File: config.mk
export PLATFORM = sky130hd
export DESIGN_NAME = store_check_responder_flat
export DESIGN_NICKNAME = d
export VERILOG_FILES = /design/src/rtl/store_check_responder_if.sv /design/src/rtl/store_check_responder.sv /design/src/flat_wrapper.sv
export SDC_FILE = /design/constraint.sdc
export NUM_CORES = 1
export LEC_CHECK = 0
export ABC_AREA = 1
export BUFFER_PORTS_ARGS = -buffer_cell sky130_fd_sc_hd__buf_4
export CAP_MARGIN = 30
export CORE_AREA = 5 5 252 254
export DETAILED_ROUTE_END_ITERATION = 7
export DIE_AREA = 0 0 257 259
export PLACE_DENSITY = 0.58
export SLEW_MARGIN = 20
export SYNTH_ARGS = -nofsm -noshare
export SYNTH_HDL_FRONTEND = slang
export SYNTH_SLANG_ARGS = --single-unit
File: constraint.sdc
create_clock -name clk -period 6.4 [get_ports clk]
set_input_delay 1.28 -clock clk [delete_from_list [all_inputs] [get_ports clk]]
set_output_delay 1.28 -clock clk [all_outputs]
set_load 0.005 [all_outputs]
File: src/rtl/store_check_responder_if.sv
// Bundle of the CPU data-write port, status readback and store-log pop port seen by store_check_responder.
interface store_check_responder_if;
  logic        memwrite;
  logic [31:0] aluout;
  logic [31:0] writedata;
  logic [31:0] readdata;
  logic        log_rd_en;
  logic        log_rd_valid;
  logic [31:0] log_rd_addr;
  logic [31:0] log_rd_data;
  logic        log_empty;
  logic        log_full;
  logic        pass;
  logic        fail;
  logic [15:0] store_count;

  modport master (
    output memwrite, aluout, writedata, log_rd_en,
    input  readdata, log_rd_valid, log_rd_addr, log_rd_data,
    input  log_empty, log_full, pass, fail, store_count
  );

  modport slave (
    input  memwrite, aluout, writedata, log_rd_en,
    output readdata, log_rd_valid, log_rd_addr, log_rd_data,
    output log_empty, log_full, pass, fail, store_count
  );
endinterface

File: src/rtl/store_check_responder.sv
// Store logger and end-of-program checker beside dmem; status word readable at STATUS_ADDR.
// Optional watchdog enabled by defining STORE_TIMEOUT_EN.
//
// state  | meaning
// IDLE   | out of reset, no store seen yet
// RUN    | at least one store logged, waiting for check store
// PASS   | check store matched CHECK_DATA (terminal)
// FAIL   | check store mismatched or watchdog expired (terminal)
module store_check_responder #(
  parameter logic [31:0] CHECK_ADDR     = 32'd36,
  parameter logic [31:0] CHECK_DATA     = 32'hFFFF_FFFA,
  parameter logic [31:0] STATUS_ADDR    = 32'h0000_0100,
  parameter int          FIFO_DEPTH     = 8,
  parameter int          TIMEOUT_CYCLES = 1000
) (
  input logic                    clk,
  input logic                    reset,
  store_check_responder_if.slave bus
);

  localparam int AW = $clog2(FIFO_DEPTH);
  localparam logic [AW:0] DEPTH_C = (AW+1)'(FIFO_DEPTH);

  if ((FIFO_DEPTH < 2) || ((1 << AW) != FIFO_DEPTH)) begin : g_depth_chk
    $error("FIFO_DEPTH must be a power of two >= 2");
  end
  if (TIMEOUT_CYCLES < 1) begin : g_tmo_chk
    $error("TIMEOUT_CYCLES must be >= 1");
  end

  typedef enum logic [1:0] {S_IDLE, S_RUN, S_PASS, S_FAIL} state_t;

  state_t          state, state_nxt;
  logic            active, accept, check_hit, check_ok, timeout_hit;
  logic            push, pop, empty, full;
  logic [AW:0]     occ;
  logic [AW-1:0]   wr_ptr, rd_ptr;
  logic [31:0]     mem_addr [FIFO_DEPTH];
  logic [31:0]     mem_data [FIFO_DEPTH];
  logic            overflow, timeout_flag;
  logic [15:0]     cnt;

  assign active    = (state == S_IDLE) || (state == S_RUN);
  assign accept    = active && bus.memwrite;
  assign check_hit = accept && (bus.aluout == CHECK_ADDR);
  assign check_ok  = (bus.writedata == CHECK_DATA);

  assign empty = (occ == '0);
  assign full  = (occ == DEPTH_C);
  assign pop   = bus.log_rd_en && !empty;
  assign push  = accept && (!full || pop);

`ifdef STORE_TIMEOUT_EN
  logic [31:0] tmr;

  // Down-counter loaded at reset; terminal count while active trips the watchdog.
  always_ff @(posedge clk) begin
    if (reset) begin
      tmr          <= 32'(TIMEOUT_CYCLES - 1);
      timeout_flag <= 1'b0;
    end else if (active) begin
      if (tmr != '0)
        tmr <= tmr - 32'd1;
      else if (!check_hit)
        timeout_flag <= 1'b1;
    end
  end

  assign timeout_hit = active && (tmr == '0);
`else
  assign timeout_hit  = 1'b0;
  assign timeout_flag = 1'b0;
`endif

  always_ff @(posedge clk) begin
    if (reset) state <= S_IDLE;
    else       state <= state_nxt;
  end

  // A check store on the same edge as watchdog expiry takes precedence.
  always_comb begin
    state_nxt = state;
    case (state)
      S_IDLE, S_RUN: begin
        if (check_hit)        state_nxt = check_ok ? S_PASS : S_FAIL;
        else if (timeout_hit) state_nxt = S_FAIL;
        else if (accept)      state_nxt = S_RUN;
      end
      default: state_nxt = state;
    endcase
  end

  always_ff @(posedge clk) begin
    if (push) begin
      mem_addr[wr_ptr] <= bus.aluout;
      mem_data[wr_ptr] <= bus.writedata;
    end
  end

  // When full with a pop, wr_ptr==rd_ptr: the read below still sees the old entry.
  always_ff @(posedge clk) begin
    if (reset) begin
      wr_ptr           <= '0;
      rd_ptr           <= '0;
      occ              <= '0;
      overflow         <= 1'b0;
      bus.log_rd_valid <= 1'b0;
      bus.log_rd_addr  <= '0;
      bus.log_rd_data  <= '0;
    end else begin
      if (push) wr_ptr <= wr_ptr + 1'b1;
      if (pop)  rd_ptr <= rd_ptr + 1'b1;
      case ({push, pop})
        2'b10:   occ <= occ + 1'b1;
        2'b01:   occ <= occ - 1'b1;
        default: occ <= occ;
      endcase
      if (accept && !push) overflow <= 1'b1;
      bus.log_rd_valid <= pop;
      if (pop) begin
        bus.log_rd_addr <= mem_addr[rd_ptr];
        bus.log_rd_data <= mem_data[rd_ptr];
      end
    end
  end

  always_ff @(posedge clk) begin
    if (reset)
      cnt <= '0;
    else if (accept && (cnt != 16'hFFFF))
      cnt <= cnt + 16'd1;
  end

  assign bus.pass        = (state == S_PASS);
  assign bus.fail        = (state == S_FAIL);
  assign bus.log_empty   = empty;
  assign bus.log_full    = full;
  assign bus.store_count = cnt;
  assign bus.readdata    = (bus.aluout == STATUS_ADDR)
                         ? {bus.pass, bus.fail, overflow, timeout_flag, 12'b0, cnt}
                         : 32'd0;

endmodule

File: src/flat_wrapper.sv
// flat-port wrapper written by rule: the top's interface ports become plain ports
module store_check_responder_flat 
#(
  parameter logic [31:0] CHECK_ADDR     = 32'd36,
  parameter logic [31:0] CHECK_DATA     = 32'hFFFF_FFFA,
  parameter logic [31:0] STATUS_ADDR    = 32'h0000_0100,
  parameter int          FIFO_DEPTH     = 8,
  parameter int          TIMEOUT_CYCLES = 1000
)
  (clk, reset, bus_memwrite, bus_aluout, bus_writedata, bus_log_rd_en, bus_readdata, bus_log_rd_valid, bus_log_rd_addr, bus_log_rd_data, bus_log_empty, bus_log_full, bus_pass, bus_fail, bus_store_count);
  store_check_responder_if bus_i ();
  input logic clk;
  input logic reset;
  input wire logic [$bits(bus_i.memwrite)-1:0] bus_memwrite;
  input wire logic [$bits(bus_i.aluout)-1:0] bus_aluout;
  input wire logic [$bits(bus_i.writedata)-1:0] bus_writedata;
  input wire logic [$bits(bus_i.log_rd_en)-1:0] bus_log_rd_en;
  output wire logic [$bits(bus_i.readdata)-1:0] bus_readdata;
  output wire logic [$bits(bus_i.log_rd_valid)-1:0] bus_log_rd_valid;
  output wire logic [$bits(bus_i.log_rd_addr)-1:0] bus_log_rd_addr;
  output wire logic [$bits(bus_i.log_rd_data)-1:0] bus_log_rd_data;
  output wire logic [$bits(bus_i.log_empty)-1:0] bus_log_empty;
  output wire logic [$bits(bus_i.log_full)-1:0] bus_log_full;
  output wire logic [$bits(bus_i.pass)-1:0] bus_pass;
  output wire logic [$bits(bus_i.fail)-1:0] bus_fail;
  output wire logic [$bits(bus_i.store_count)-1:0] bus_store_count;
  assign bus_i.memwrite = bus_memwrite;
  assign bus_i.aluout = bus_aluout;
  assign bus_i.writedata = bus_writedata;
  assign bus_i.log_rd_en = bus_log_rd_en;
  assign bus_readdata = bus_i.readdata;
  assign bus_log_rd_valid = bus_i.log_rd_valid;
  assign bus_log_rd_addr = bus_i.log_rd_addr;
  assign bus_log_rd_data = bus_i.log_rd_data;
  assign bus_log_empty = bus_i.log_empty;
  assign bus_log_full = bus_i.log_full;
  assign bus_pass = bus_i.pass;
  assign bus_fail = bus_i.fail;
  assign bus_store_count = bus_i.store_count;
  store_check_responder #(.CHECK_ADDR(CHECK_ADDR), .CHECK_DATA(CHECK_DATA), .STATUS_ADDR(STATUS_ADDR), .FIFO_DEPTH(FIFO_DEPTH), .TIMEOUT_CYCLES(TIMEOUT_CYCLES)) u_core (.clk(clk), .reset(reset), .bus(bus_i));
endmodule
==> impl_results.rst, run 1 <==
.. list-table::
   :header-rows: 1

   * - Metric
     - Value
   * - Remaining number of nets flagged by the antenna check after routing
     - 0
   * - DR pass1 iterations
     - 6
   * - Setup slack after layout
     - 2.07 ns
   * - Count of H-tree levels built during CTS
     - 3
   * - Post-synth top area cell
     - sky130_fd_sc_hd__edfxtp_1
   * - DP HPWL
     - 32,700 um
   * - Most frequently used cell type in the post-synthesis netlist
     - sky130_fd_sc_hd__edfxtp_1
   * - Top-Level Pins
     - roughly 190
   * - Average cell area after synthesis
     - 12.0 um^2
   * - Number of DRC markers after the initial detailed-route iteration
     - 1,253
   * - Number of global-route vias before repair
     - 15,550
   * - Critical path, cell by cell
     - buf_4 -> nor2_1 -> nand2_1 -> nor3_1 -> nand4_2 -> nor3_1 -> buf_4
   * - Dominant register cell in the synthesized netlist
     - sky130_fd_sc_hd__edfxtp_1
   * - Worst setup path category
     - in2out
   * - Final worst-path cycle share
     - 67.6%
   * - Arrival @ worst endpoint
     - 3.05 ns
   * - Endpoints failing hold
     - 0
   * - Average wire length per cell after detail routing
     - about 19 um
   * - Highest ir drop seen on vdd
     - 0.000204 V
   * - Power density cells
     - 351 nW/um^2
   * - Placement-stage cell area
     - 26,100 um^2
   * - Clk pin slew, worst setup/hold paths
     - ~0.050 ns
   * - Overall track demand over capacity in global routing
     - between 10% and 20%
   * - Port Buffer Count
     - 171
   * - Routed wire length
     - 57,400 um
   * - Layout cell share with drive strength beyond 1
     - 15.2%
   * - Clock tree root buffer cell
     - sky130_fd_sc_hd__clkbuf_16
   * - Routed via count divided by cell count
     - between 5 and 6
   * - Antenna violations before repair
     - 6
   * - Worst skew pair latency
     - approximately 0.6 ns
   * - Post-layout util
     - between 40% and 50%
   * - Final weighted congestion in routability-driven placement
     - 0.807
   * - Largest net degree at the start of global routing
     - 223
   * - Horizontal die dimension
     - ~260 um
   * - Total of hold buffers inserted after clock tree synthesis
     - 0
   * - Max capacitance violation total
     - 0
   * - Setup TNS after final layout
     - 0 ns
   * - Clk sink count
     - 606
   * - Worst max-slew margin expressed relative to the limit
     - 27.3%
   * - Crit Path Max Fanout
     - 19
   * - Cts repair resizes
     - 0
   * - Number of standard cells after synthesis
     - 2,008
   * - Core footprint
     - 61,000 um^2
   * - Filler cell count
     - 5,469
   * - Count of nets after finishing
     - about 2,200
   * - Initial core utilization
     - 39.6%
   * - Synthesized area
     - 24,200 um^2
   * - Count of synthesis-stage warnings from yosys
     - 0
   * - Storage element area
     - 17,300 um^2
   * - CP required
     - 5.12 ns
   * - Flip-flop and latch count after synthesis
     - 606
   * - Bufs and invs on worst path
     - 2
   * - CP startpoint kind
     - input pin
   * - Area of combinational cells with multiple inputs
     - 5600 um^2
   * - Final global-route overflow total
     - 0
   * - CP top delay family
     - simple AND/OR/NAND/NOR gates
   * - DRC violations left
     - 0
   * - Wire length of the first global-routing pass
     - 88,400 um
   * - Final Cell Area
     - between 20,000 and 30,000 um^2
   * - Sequential cell area fraction in the yosys report
     - 71.4%
   * - Number of buffers on the longest clock path
     - 3
   * - Slew @ Worst Pin
     - 1.09 ns
   * - Worst Clk Skew
     - around 0.021 ns
   * - Time the worst path needs with I/O delays and setup
     - 4.33 ns
   * - Delay contributed by the slowest stage of the critical path
     - 0.53 ns
   * - Total number of vias
     - ~16,000
   * - Fmax
     - 231 MHz
   * - Most instantiated cells after synthesis
     - sky130_fd_sc_hd__edfxtp_1, sky130_fd_sc_hd__o21ai_0, sky130_fd_sc_hd__nor2_1
   * - Post-CTS Setup Repair Bufs
     - 0
   * - Final setup violation count
     - 0
   * - Nature of the critical path endpoint
     - output pin
   * - Share of async-settable or async-resettable flops after synthesis
     - 0%
   * - Largest cells by area after synthesis
     - sky130_fd_sc_hd__edfxtp_1, sky130_fd_sc_hd__dfxtp_1, sky130_fd_sc_hd__o21ai_0, sky130_fd_sc_hd__o211ai_1, sky130_fd_sc_hd__a21oi_1
   * - Area of the die
     - between 60,000 and 70,000 um^2
   * - Unrepaired setup endpoints after global routing
     - false
   * - Area growth from synthesis to layout
     - 17.0%
   * - TritonCTS clock tree
     - yes
   * - Number of different library cells in the post-synthesis netlist
     - 34
   * - Pre-CTS setup slack
     - ~2 ns
   * - Outcome
     - finished clean
   * - Hold/Removal Path Class
     - reg2reg
   * - Count of flip-flops with a built-in enable after synthesis
     - ~510
   * - Synth top area share
     - a little under two thirds
   * - Number of cell rows
     - 91
   * - Final-report max-slew violation count
     - 0
   * - CP max-delay cell
     - sky130_fd_sc_hd__nand4_2
   * - Total CTS buffers
     - 66
   * - Die boundary height
     - 259 um
   * - Static power due to leakage
     - 10.0 nW
-- registers in the layout, summed over array words and instances (netlist names) --
signal and count:
u_core.state 2, u_core.occ 4, u_core.mem_addr 256, u_core.bus.log_rd_valid 1
u_core.mem_data 256, u_core.bus.store_count 16, u_core.overflow 1, u_core.bus.log_rd_addr 32
u_core.wr_ptr 3, u_core.bus.log_rd_data 32, u_core.rd_ptr 3
-- worst paths after layout --
kind,startpoint,end,slack (ns),cells past startpoint
min reg2reg,u_core.overflow,u_core.overflow,0.46,2
max reg2reg,u_core.state[1],u_core.mem_data[4][13],3.34,8
max,bus_aluout[11],bus_readdata[15],2.07,7
min,u_core.overflow,u_core.overflow,0.46,2
-- power breakdown --
| part | leakage [nW] | switching [mW] | internal [mW] | total [mW] |
|---|---|---|---|---|
| clock network | 1.04 | 1.51 | 2.21 | 3.72 |
| logic | 3.56 | 1.02 | 0.563 | 1.59 |
| registers | 5.43 | 0.126 | 4.50 | 4.63 |
| total | 10.0 | 2.66 | 7.27 | 9.93 |
-- tightest hold or removal path: stages, from the launching register on --
cell and delay (ns):
sky130_fd_sc_hd__dfxtp_1 0.30, sky130_fd_sc_hd__inv_1 0.06, sky130_fd_sc_hd__a21oi_1 0.06
-- per-stage QoR --
| step | cells | hold slack (ns) | power (mW) |
|---|---|---|---|
| 2_1_floorplan | 2020 | 0.437 | 5.73 |
| 3_3_place_gp | 2860 | 0.464 | 6.27 |
| 3_5_place_dp | 2864 | 0.454 | 6.31 |
| 4_1_cts | 2986 | 0.464 | 10.1 |
| 5_1_grt | 2989 | 0.486 | 10.4 |
| 6_report | 2991 | 0.464 | 9.93 |
-- layout make-up --
type	count	share of cell area [%]
Sequential cell	606	61.0
Tap cell	790	3.49
Multi-Input combinational cell	1095	19.8
Inverter	179	2.41
Antenna cell	4	0.0354
Clock inverter	35	1.28
Clock buffer	87	6.26
Timing Repair Buffer	195	5.68
-- per-layer routing --
| layer | vias up | wire length [um] | GRT usage [%] |
|---|---|---|---|
| li1 | 7461 | - | - |
| met1 | 7620 | 24700 | 21.6 |
| met2 | 341 | 28700 | 28.8 |
| met3 | 99 | 2630 | 3.30 |
| met4 | 4 | 1310 | 5.08 |
| met5 | - | 31 | 0 |
-- cell families (layout without fill, tap and decap cells) --
kind of cell	after synthesis	count (layout)	synth area share (%)
xor gates and xnor gates	2	2	0.0725
adders and majority gates	6	6	0.342
AOI/OAI and AO/OA	671	671	15.5
other	1	17	0.0155
DFF	606	606	71.4
buffers and inverters	319	496	5.86
and+or+nand+nor	403	403	6.78
-- cell usage in the layout, fill, tap and decap left out, drive strengths merged, types with 2 or more instances in the layout --
cell type / count
edfxtp: 512
o21ai: 332
a21oi: 211
nor2: 201
buf: 195
inv: 183
nand2: 139
o211ai: 128
dfxtp: 94
clkbuf: 87
clkinv: 23
nor3: 22
nand3: 22
conb: 13
nand4: 12
bufinv: 6
ha: 5
diode: 4
and3: 2
xor2: 2
nor4: 2
clkinvlp: 2
(Power assumes the default switching activity.)
==> run 2: changes to the inputs <==
--- a/config.mk
+++ b/config.mk
@@ -11,7 +11,7 @@
 export CORE_AREA = 5 5 252 254
 export DETAILED_ROUTE_END_ITERATION = 7
 export DIE_AREA = 0 0 257 259
-export PLACE_DENSITY = 0.58
+export PLACE_DENSITY = 0.6
 export SLEW_MARGIN = 20
 export SYNTH_ARGS = -nofsm -noshare
 export SYNTH_HDL_FRONTEND = slang
==> constraint.sdc (replaced) <==
create_clock -name clk -period 3.55 [get_ports clk]
set_input_delay 0.71 -clock clk [delete_from_list [all_inputs] [get_ports clk]]
set_output_delay 0.71 -clock clk [all_outputs]
set_load 0.005 [all_outputs]
==> run 2 against run 1 <==
Final cell count hardly changed; final area is 0.75% higher; setup slack worse by 1.5 ns; total power is 84% higher; count of clock-buffer cells in the layout is 2 higher; largest power group unchanged; first-iteration DRC count is 0.16% higher.
==> impl_results.rst, run 2 (synthesis gave the netlist of run 1 again) <==
.. list-table::
   :header-rows: 1

   * - Metric
     - Value
   * - Nature of the critical path endpoint
     - output pin
   * - Endpoints failing hold
     - 0
   * - Arrival @ worst endpoint
     - between 2 and 2.5 ns
   * - Largest net degree at the start of global routing
     - between 100 and 150
   * - Average wire length per cell after detail routing
     - between 15 and 20 um
   * - Total number of vias
     - ~16,000
   * - Hold worst-path end
     - u_core.mem_data[0][17]
   * - Die boundary height
     - 259 um
   * - Number of buffers on the longest clock path
     - 3
   * - Fmax
     - 341 MHz
   * - Final worst-path cycle share
     - 82.6%
   * - Final-layout worst hold slack
     - ~0.35 ns
   * - Worst Clk Skew
     - 0.0184 ns
   * - Global-route track usage on met3
     - 3.77%
   * - Worst reg2reg path startpoint
     - u_core.state[1]
   * - Top-Level Pins
     - around 190
   * - Hold-critical path depth
     - 1
   * - Count of H-tree levels built during CTS
     - 3
   * - Number of DRC markers after the initial detailed-route iteration
     - 1,255
   * - Time the worst path needs with I/O delays and setup
     - 2.93 ns
   * - Core footprint
     - a little over 60,000 um^2
   * - Layout cell share with drive strength beyond 1
     - 15.3%
   * - Reg2Reg Capture Point
     - u_core.mem_addr[6][19]
   * - Most used cells in the layout excluding fill and tap cells
     - sky130_fd_sc_hd__edfxtp_1, sky130_fd_sc_hd__o21ai_0, sky130_fd_sc_hd__a21oi_1
   * - Worst hold path startpoint
     - bus_writedata[17]
   * - Reg2reg path depth
     - 8
   * - CP required
     - roughly 2.8 ns
   * - Total CTS buffers
     - 66
   * - Clock tree root buffer cell
     - sky130_fd_sc_hd__clkbuf_16
   * - Worst setup path category
     - in2out
   * - Max capacitance violation total
     - 0
   * - Unrepaired setup endpoints after global routing
     - false
   * - Outcome
     - finished clean
   * - Final weighted congestion in routability-driven placement
     - 0.813
   * - Cells after DPL
     - 2,873
   * - Overall track demand over capacity in global routing
     - 17.3%
   * - Number of global-route vias before repair
     - 15,268
   * - DP HPWL
     - 33,300 um
   * - Most prevalent standard cell on the critical path
     - sky130_fd_sc_hd__buf_4
   * - Bufs and invs on worst path
     - 3
   * - Delay contributed by the slowest stage of the critical path
     - 0.46 ns
   * - CP startpoint kind
     - input pin
   * - Filler-free cell count of the finished design
     - ~3,000
   * - Diodes inserted
     - 0
   * - Highest ir drop seen on vdd
     - approximately 0.00035 V
   * - Wire length of the first global-routing pass
     - 90,400 um
   * - Power density cells
     - 643 nW/um^2
   * - Horizontal die dimension
     - 257 um
   * - TritonCTS clock tree
     - yes
   * - Routed via count divided by cell count
     - 5.21
   * - Met1 Resource Use GR
     - between 20% and 30%
   * - Pre-CTS setup slack
     - 0.580 ns
   * - Routed wire length
     - 58,800 um
   * - Final-report max-slew violation count
     - 0
   * - Post-layout total power
     - 18.3 mW
   * - Number of cell rows
     - 91
   * - Clk sink count
     - 606
   * - Area growth from synthesis to layout
     - 17.9%
   * - Met2 Resource Use GR
     - 28.1%
   * - Slew @ Worst Pin
     - between 0.9 and 1 ns
   * - Clk pin slew, worst setup/hold paths
     - 0.06 ns
   * - Cts repair resizes
     - 0
   * - Most frequent standard cell in the layout excluding fill and tap cells
     - sky130_fd_sc_hd__edfxtp_1
   * - Static power due to leakage
     - approximately 10 nW
   * - Area of the die
     - 66,600 um^2
   * - Post-CTS Setup Repair Bufs
     - 0
   * - Critical path, cell by cell
     - buf_4 -> nor2_1 -> nand2_1 -> nor3_1 -> nand4_2 -> buf_4 -> nor3_1 -> buf_4
   * - Worst skew pair latency
     - approximately 0.59 ns
   * - Reg2Reg Setup Slack
     - 1.09 ns
   * - Crit Path Max Fanout
     - 19
   * - CP max-delay cell
     - sky130_fd_sc_hd__nor3_1
   * - CP top delay family
     - simple AND/OR/NAND/NOR gates
   * - Setup slack after layout
     - around 0.62 ns
   * - Setup TNS after final layout
     - 0 ns
   * - Registers with the most flip-flops
     - u_core.mem_addr: 256 flops, u_core.mem_data: 256 flops
   * - Worst max-slew margin expressed relative to the limit
     - 38.9%
   * - Count of nets after finishing
     - 2,225
   * - Hold/Removal Path Class
     - in2reg
   * - Remaining number of nets flagged by the antenna check after routing
     - 0
   * - Final setup violation count
     - 0
   * - Final global-route overflow total
     - 0
   * - Total of hold buffers inserted after clock tree synthesis
     - 0
   * - Initial core utilization
     - 39.6%
   * - Port Buffer Count
     - 171
   * - Global-route layer with the greatest usage
     - met2
   * - DR pass1 iterations
     - 5
   * - Antenna violations before repair
     - 3
   * - DRC violations left
     - 0
-- run 2: cell count changes in the layout (fill, tap and decap cells not counted), sizes merged --
| cell | delta |
|---|---|
| clkbuf | +2 |
| inv | -3 |
| bufinv | +4 |
| clkinv | -5 |
| diode | -4 |
| buf | +8 |
-- run 2: power by group --
group / internal [mW] / switching (mW)
sequential: 8.11 / 0.246
combinational: 1.02 / 1.86
clock: 4.39 / 2.69
total: 13.5 / 4.80
-- run 2: cell type report --
class / instances / area (um^2)
Multi-Input combinational cell: 1095 / 5600
Inverter: 179 / 679
Tap cell: 790 / 988
Clock buffer: 89 / 1850
Clock inverter: 31 / 399
Timing Repair Buffer: 203 / 1710
Fill cell: 5426 / 32500
Sequential cell: 606 / 17300
-- run 2: through the flow --
stage / cell area (um^2) / utilization, %
2_1_floorplan: 24200 / -
3_3_place_gp: 26200 / 43.0
3_5_place_dp: 26200 / 43.0
4_1_cts: 28500 / 46.7
5_1_grt: 28500 / 46.7
6_report: 28500 / 46.7
-- run 2: how the worst max path moves through the flow --
stage | slack (ns) | from | end | cells past startpoint
floorplan | -0.91 | bus_memwrite | u_core.mem_addr[0][0] | 6
global placement | 0.59 | bus_aluout[11] | bus_readdata[29] | 8
detailed placement | 0.58 | bus_aluout[11] | bus_readdata[15] | 8
CTS | 0.57 | bus_aluout[11] | bus_readdata[15] | 8
global route | 0.41 | bus_aluout[19] | bus_readdata[7] | 7
finish | 0.62 | bus_aluout[11] | bus_readdata[15] | 8
-- run 2: per-layer routing --
metal  up-vias  wire [um]
li1       7463          -
met1      7677      26400
met2       359      28200
met3        87       3040
met4         6       1110
met5         -         41
==> run 3: changes to the inputs <==
--- a/config.mk
+++ b/config.mk
@@ -5,12 +5,12 @@
 export SDC_FILE = /design/constraint.sdc
 export NUM_CORES = 1
 export LEC_CHECK = 0
-export ABC_AREA = 1
+export ABC_AREA = 0
 export BUFFER_PORTS_ARGS = -buffer_cell sky130_fd_sc_hd__buf_4
 export CAP_MARGIN = 30
-export CORE_AREA = 5 5 252 254
+export CORE_AREA = 5 5 247 249
 export DETAILED_ROUTE_END_ITERATION = 7
-export DIE_AREA = 0 0 257 259
+export DIE_AREA = 0 0 252 254
 export PLACE_DENSITY = 0.6
 export SLEW_MARGIN = 20
 export SYNTH_ARGS = -nofsm -noshare
==> constraint.sdc (replaced) <==
create_clock -name clk -period 2.5 [get_ports clk]
set_input_delay 0.5 -clock clk [delete_from_list [all_inputs] [get_ports clk]]
set_output_delay 0.5 -clock clk [all_outputs]
set_load 0.005 [all_outputs]
==> run 3 against run 2 <==
Via count decreased by 23%; the flow now finishes with violations (negative setup slack); critical path type unchanged; utilization rose by 1.9 points; synthesized cell count shrank 40%; largest power group unchanged; clock power up 41%; register-to-register slack got worse by 0.89 ns; non-clock buffer count up 45.
==> impl_results.rst, run 3 <==
.. list-table::
   :header-rows: 1

   * - Metric
     - Value
   * - Worst hold path startpoint
     - bus_aluout[23]
   * - Registers with the most flip-flops
     - u_core.mem_addr: 256 flops, u_core.mem_data: 256 flops
   * - Highest ir drop seen on vdd
     - 0.000558 V
   * - Final setup violation count
     - 9
   * - Hold worst-path end
     - u_core.mem_addr[2][23]
   * - Post-synth top area cell
     - sky130_fd_sc_hd__edfxtp_1
   * - Most used cells in the layout excluding fill and tap cells
     - sky130_fd_sc_hd__edfxtp_1, sky130_fd_sc_hd__buf_4, sky130_fd_sc_hd__mux4_2
   * - Most instantiated cells after synthesis
     - sky130_fd_sc_hd__edfxtp_1, sky130_fd_sc_hd__mux4_2, sky130_fd_sc_hd__dfxtp_1
   * - Dominant register cell in the synthesized netlist
     - sky130_fd_sc_hd__edfxtp_1
   * - CP top delay family
     - simple AND/OR/NAND/NOR gates
   * - Total net switching power
     - 6.61 mW
   * - Worst max-slew margin expressed relative to the limit
     - 59.5%
   * - Average cell area after synthesis
     - ~19 um^2
   * - CP max-delay cell
     - sky130_fd_sc_hd__nor4_4
   * - Synthesized area
     - 23,100 um^2
   * - Diodes inserted
     - 0
   * - Die boundary height
     - around 250 um
   * - DRC violations left
     - 0
   * - Fmax
     - 399 MHz
   * - Sequential cell area fraction in the yosys report
     - 74.8%
   * - Most frequently used cell type in the post-synthesis netlist
     - sky130_fd_sc_hd__edfxtp_1
   * - Setup TNS after final layout
     - -0.0414 ns
   * - Max capacitance violation total
     - 0
   * - CP startpoint kind
     - input pin
   * - Number of global-route vias before repair
     - 12,490
   * - Clk sink count
     - around 610
   * - Reg2Reg Setup Slack
     - 0.20 ns
   * - Critical path, cell by cell
     - buf_4 -> nor4_4 -> buf_4 -> nand4_1 -> nor4_4 -> buf_4 -> and2_4 -> buf_4
   * - TritonCTS clock tree
     - yes
   * - Overall track demand over capacity in global routing
     - 16.2%
   * - Count of nets after finishing
     - 1,525
   * - Initial core utilization
     - 39.5%
   * - Routed wire length
     - 52,200 um
   * - Worst reg2reg path startpoint
     - u_core.occ[1]
   * - Post-layout total power
     - around 27 mW
   * - Area of the die
     - 64,000 um^2
   * - Clock group share of total power
     - 37.5%
   * - Setup slack after layout
     - -0.00909 ns
   * - Number of different library cells in the post-synthesis netlist
     - 58
   * - CP required
     - 2.00 ns
   * - Largest net degree at the start of global routing
     - 132
   * - Endpoints failing hold
     - 0
   * - Final global-route overflow total
     - 0
   * - Count of H-tree levels built during CTS
     - 3
   * - DR pass1 iterations
     - 5
   * - Final Cell Area
     - 28,400 um^2
   * - Area growth from synthesis to layout
     - 23.1%
   * - Final weighted congestion in routability-driven placement
     - 0.701
   * - Average wire length per cell after detail routing
     - 22.9 um
   * - Most frequent standard cell in the layout excluding fill and tap cells
     - sky130_fd_sc_hd__edfxtp_1
   * - Core footprint
     - 58,500 um^2
   * - Top-Level Pins
     - 185
   * - Worst skew pair latency
     - 0.61 ns
   * - Routed via count divided by cell count
     - 5.24
   * - Outcome
     - complete, but fails checks
   * - Hold-critical path depth
     - 1
   * - Total of hold buffers inserted after clock tree synthesis
     - 0
   * - Switch share
     - 24.7%
   * - Port Buffer Count
     - about 170
   * - Number of standard cells after synthesis
     - approximately 1,200
   * - Synth top area share
     - 66.6%
   * - Placement-stage cell area
     - 26,000 um^2
   * - Relative contribution of sequential cells to total power
     - 45.2%
   * - Internal
     - approximately 20 mW
   * - Clock tree root buffer cell
     - sky130_fd_sc_hd__clkbuf_16
   * - Hold/Removal Path Class
     - in2reg
   * - DP HPWL
     - 30,100 um
   * - Count of flip-flops with a built-in enable after synthesis
     - 512
   * - Post-layout util
     - 48.6%
   * - Wire length of the first global-routing pass
     - between 70,000 and 80,000 um
   * - Layout cell share with drive strength beyond 1
     - roughly a third
   * - Largest cells by area after synthesis
     - sky130_fd_sc_hd__edfxtp_1, sky130_fd_sc_hd__mux4_2, sky130_fd_sc_hd__dfxtp_1, sky130_fd_sc_hd__mux2i_1, sky130_fd_sc_hd__a21oi_1
   * - Reg2reg path depth
     - 8
   * - Arrival @ worst endpoint
     - ~2.0 ns
   * - Flip-flop and latch count after synthesis
     - 606
   * - Final-report max-slew violation count
     - 0
   * - Clk pin slew, worst setup/hold paths
     - roughly 0.050 ns
   * - Number of DRC markers after the initial detailed-route iteration
     - 729
   * - Worst setup path category
     - in2out
   * - Number of cell rows
     - 89
   * - Worst Clk Skew
     - around 0.027 ns
   * - Antenna violations before repair
     - 1
   * - Count of synthesis-stage warnings from yosys
     - 0
   * - Total number of vias
     - 11,936
   * - Gate power share
     - 17.3%
   * - Power density cells
     - 943 nW/um^2
   * - Filler-free cell count of the finished design
     - approximately 2,300
   * - Cells after DPL
     - about 2,200
   * - Share of async-settable or async-resettable flops after synthesis
     - 0%
   * - Static power due to leakage
     - 9.42 nW
   * - Slew @ Worst Pin
     - 0.608 ns
   * - Unrepaired setup endpoints after global routing
     - true
   * - Horizontal die dimension
     - ~250 um
   * - Nature of the critical path endpoint
     - output pin
   * - Filler cell count
     - 4,853
   * - Violations in the final reports
     - negative setup slack
   * - Bufs and invs on worst path
     - 4
   * - Remaining number of nets flagged by the antenna check after routing
     - 0
   * - Reg2Reg Capture Point
     - u_core.occ[3]
   * - Crit Path Max Fanout
     - 9
   * - Delay contributed by the slowest stage of the critical path
     - 0.32 ns
   * - Total CTS buffers
     - 67
   * - Time the worst path needs with I/O delays and setup
     - about 2.5 ns
   * - Most prevalent standard cell on the critical path
     - sky130_fd_sc_hd__buf_4
   * - Final worst-path cycle share
     - 100%
   * - Number of buffers on the longest clock path
     - 3
[run 3: metrics by stage]
| step | hold WS (ns) | worst slack, ns |
|---|---|---|
| finish | 0.137 | -0.00909 |
| global route | 0.118 | -0.0601 |
| CTS | 0.0968 | 0.0168 |
| detailed placement | 0.468 | -0.249 |
| global placement | 0.451 | -0.308 |
| floorplan | 0.432 | -1.01 |
[run 3: worst max path at each step]
stage                         startpoint                     to  slack (ns)  cells past startpoint
final                     bus_aluout[19]       bus_readdata[13]      -0.009                      8
after global routing      bus_aluout[19]       bus_readdata[13]       -0.06                      8
after CTS                  bus_aluout[6]       bus_readdata[13]        0.02                      9
after detailed placement  bus_aluout[17]       bus_readdata[31]       -0.25                      8
after global placement    bus_aluout[17]        bus_readdata[0]       -0.31                      8
after floorplan             bus_memwrite  u_core.mem_addr[1][0]       -1.01                      4
[run 3: area by class of cell]
cell class	instances	area (um^2)	share of cell area (%)
Tap cell	773	967	3.41
Timing Repair Buffer	248	2190	7.71
Inverter	6	22.5	0.0793
Sequential cell	606	17300	60.8
Multi-Input combinational cell	522	5680	20.0
Clock buffer	91	1900	6.69
Clock inverter	32	377	1.33
[run 3: repair_timing]
item                       4_1_cts  5_1_grt
gates resized for setup         14        3
setup buffers                    1        0
gates cloned                     1        0
pin swaps                        4        2
setup endpoints to repair       19       19
[run 3: logic make-up (layout without fill, tap and decap cells)]
kind of cell,Yosys count,count (layout),synth area share [%]
AND/OR/NAND/NOR,129,129,3.25
multiplexers,201,201,15.7
XOR/XNOR,5,5,0.190
AO/OA/AOI/OAI,168,168,4.03
buffers and inverters,84,377,1.67
other,1,13,0.0163
flip-flops,606,606,74.8
adder cells (fa/ha/maj),6,6,0.358
[run 3: power groups by stage]
stage	clock network, mW	logic (mW)	registers, mW
floorplan	0	2.97	12.2
global placement	0	4.73	12.3
detailed placement	0	4.75	12.3
CTS	10.3	4.78	12.1
global route	10.7	5.10	12.2
finish	10.0	4.63	12.1
[run 3: routing by layer]
layer | vias to the layer above | global-route usage, % | wire (um)
li1 | 5392 | - | -
met1 | 6210 | 21.9 | 22800
met2 | 272 | 27.3 | 26100
met3 | 60 | 2.92 | 2430
met4 | 2 | 4.30 | 866
met5 | - | 0 | 9
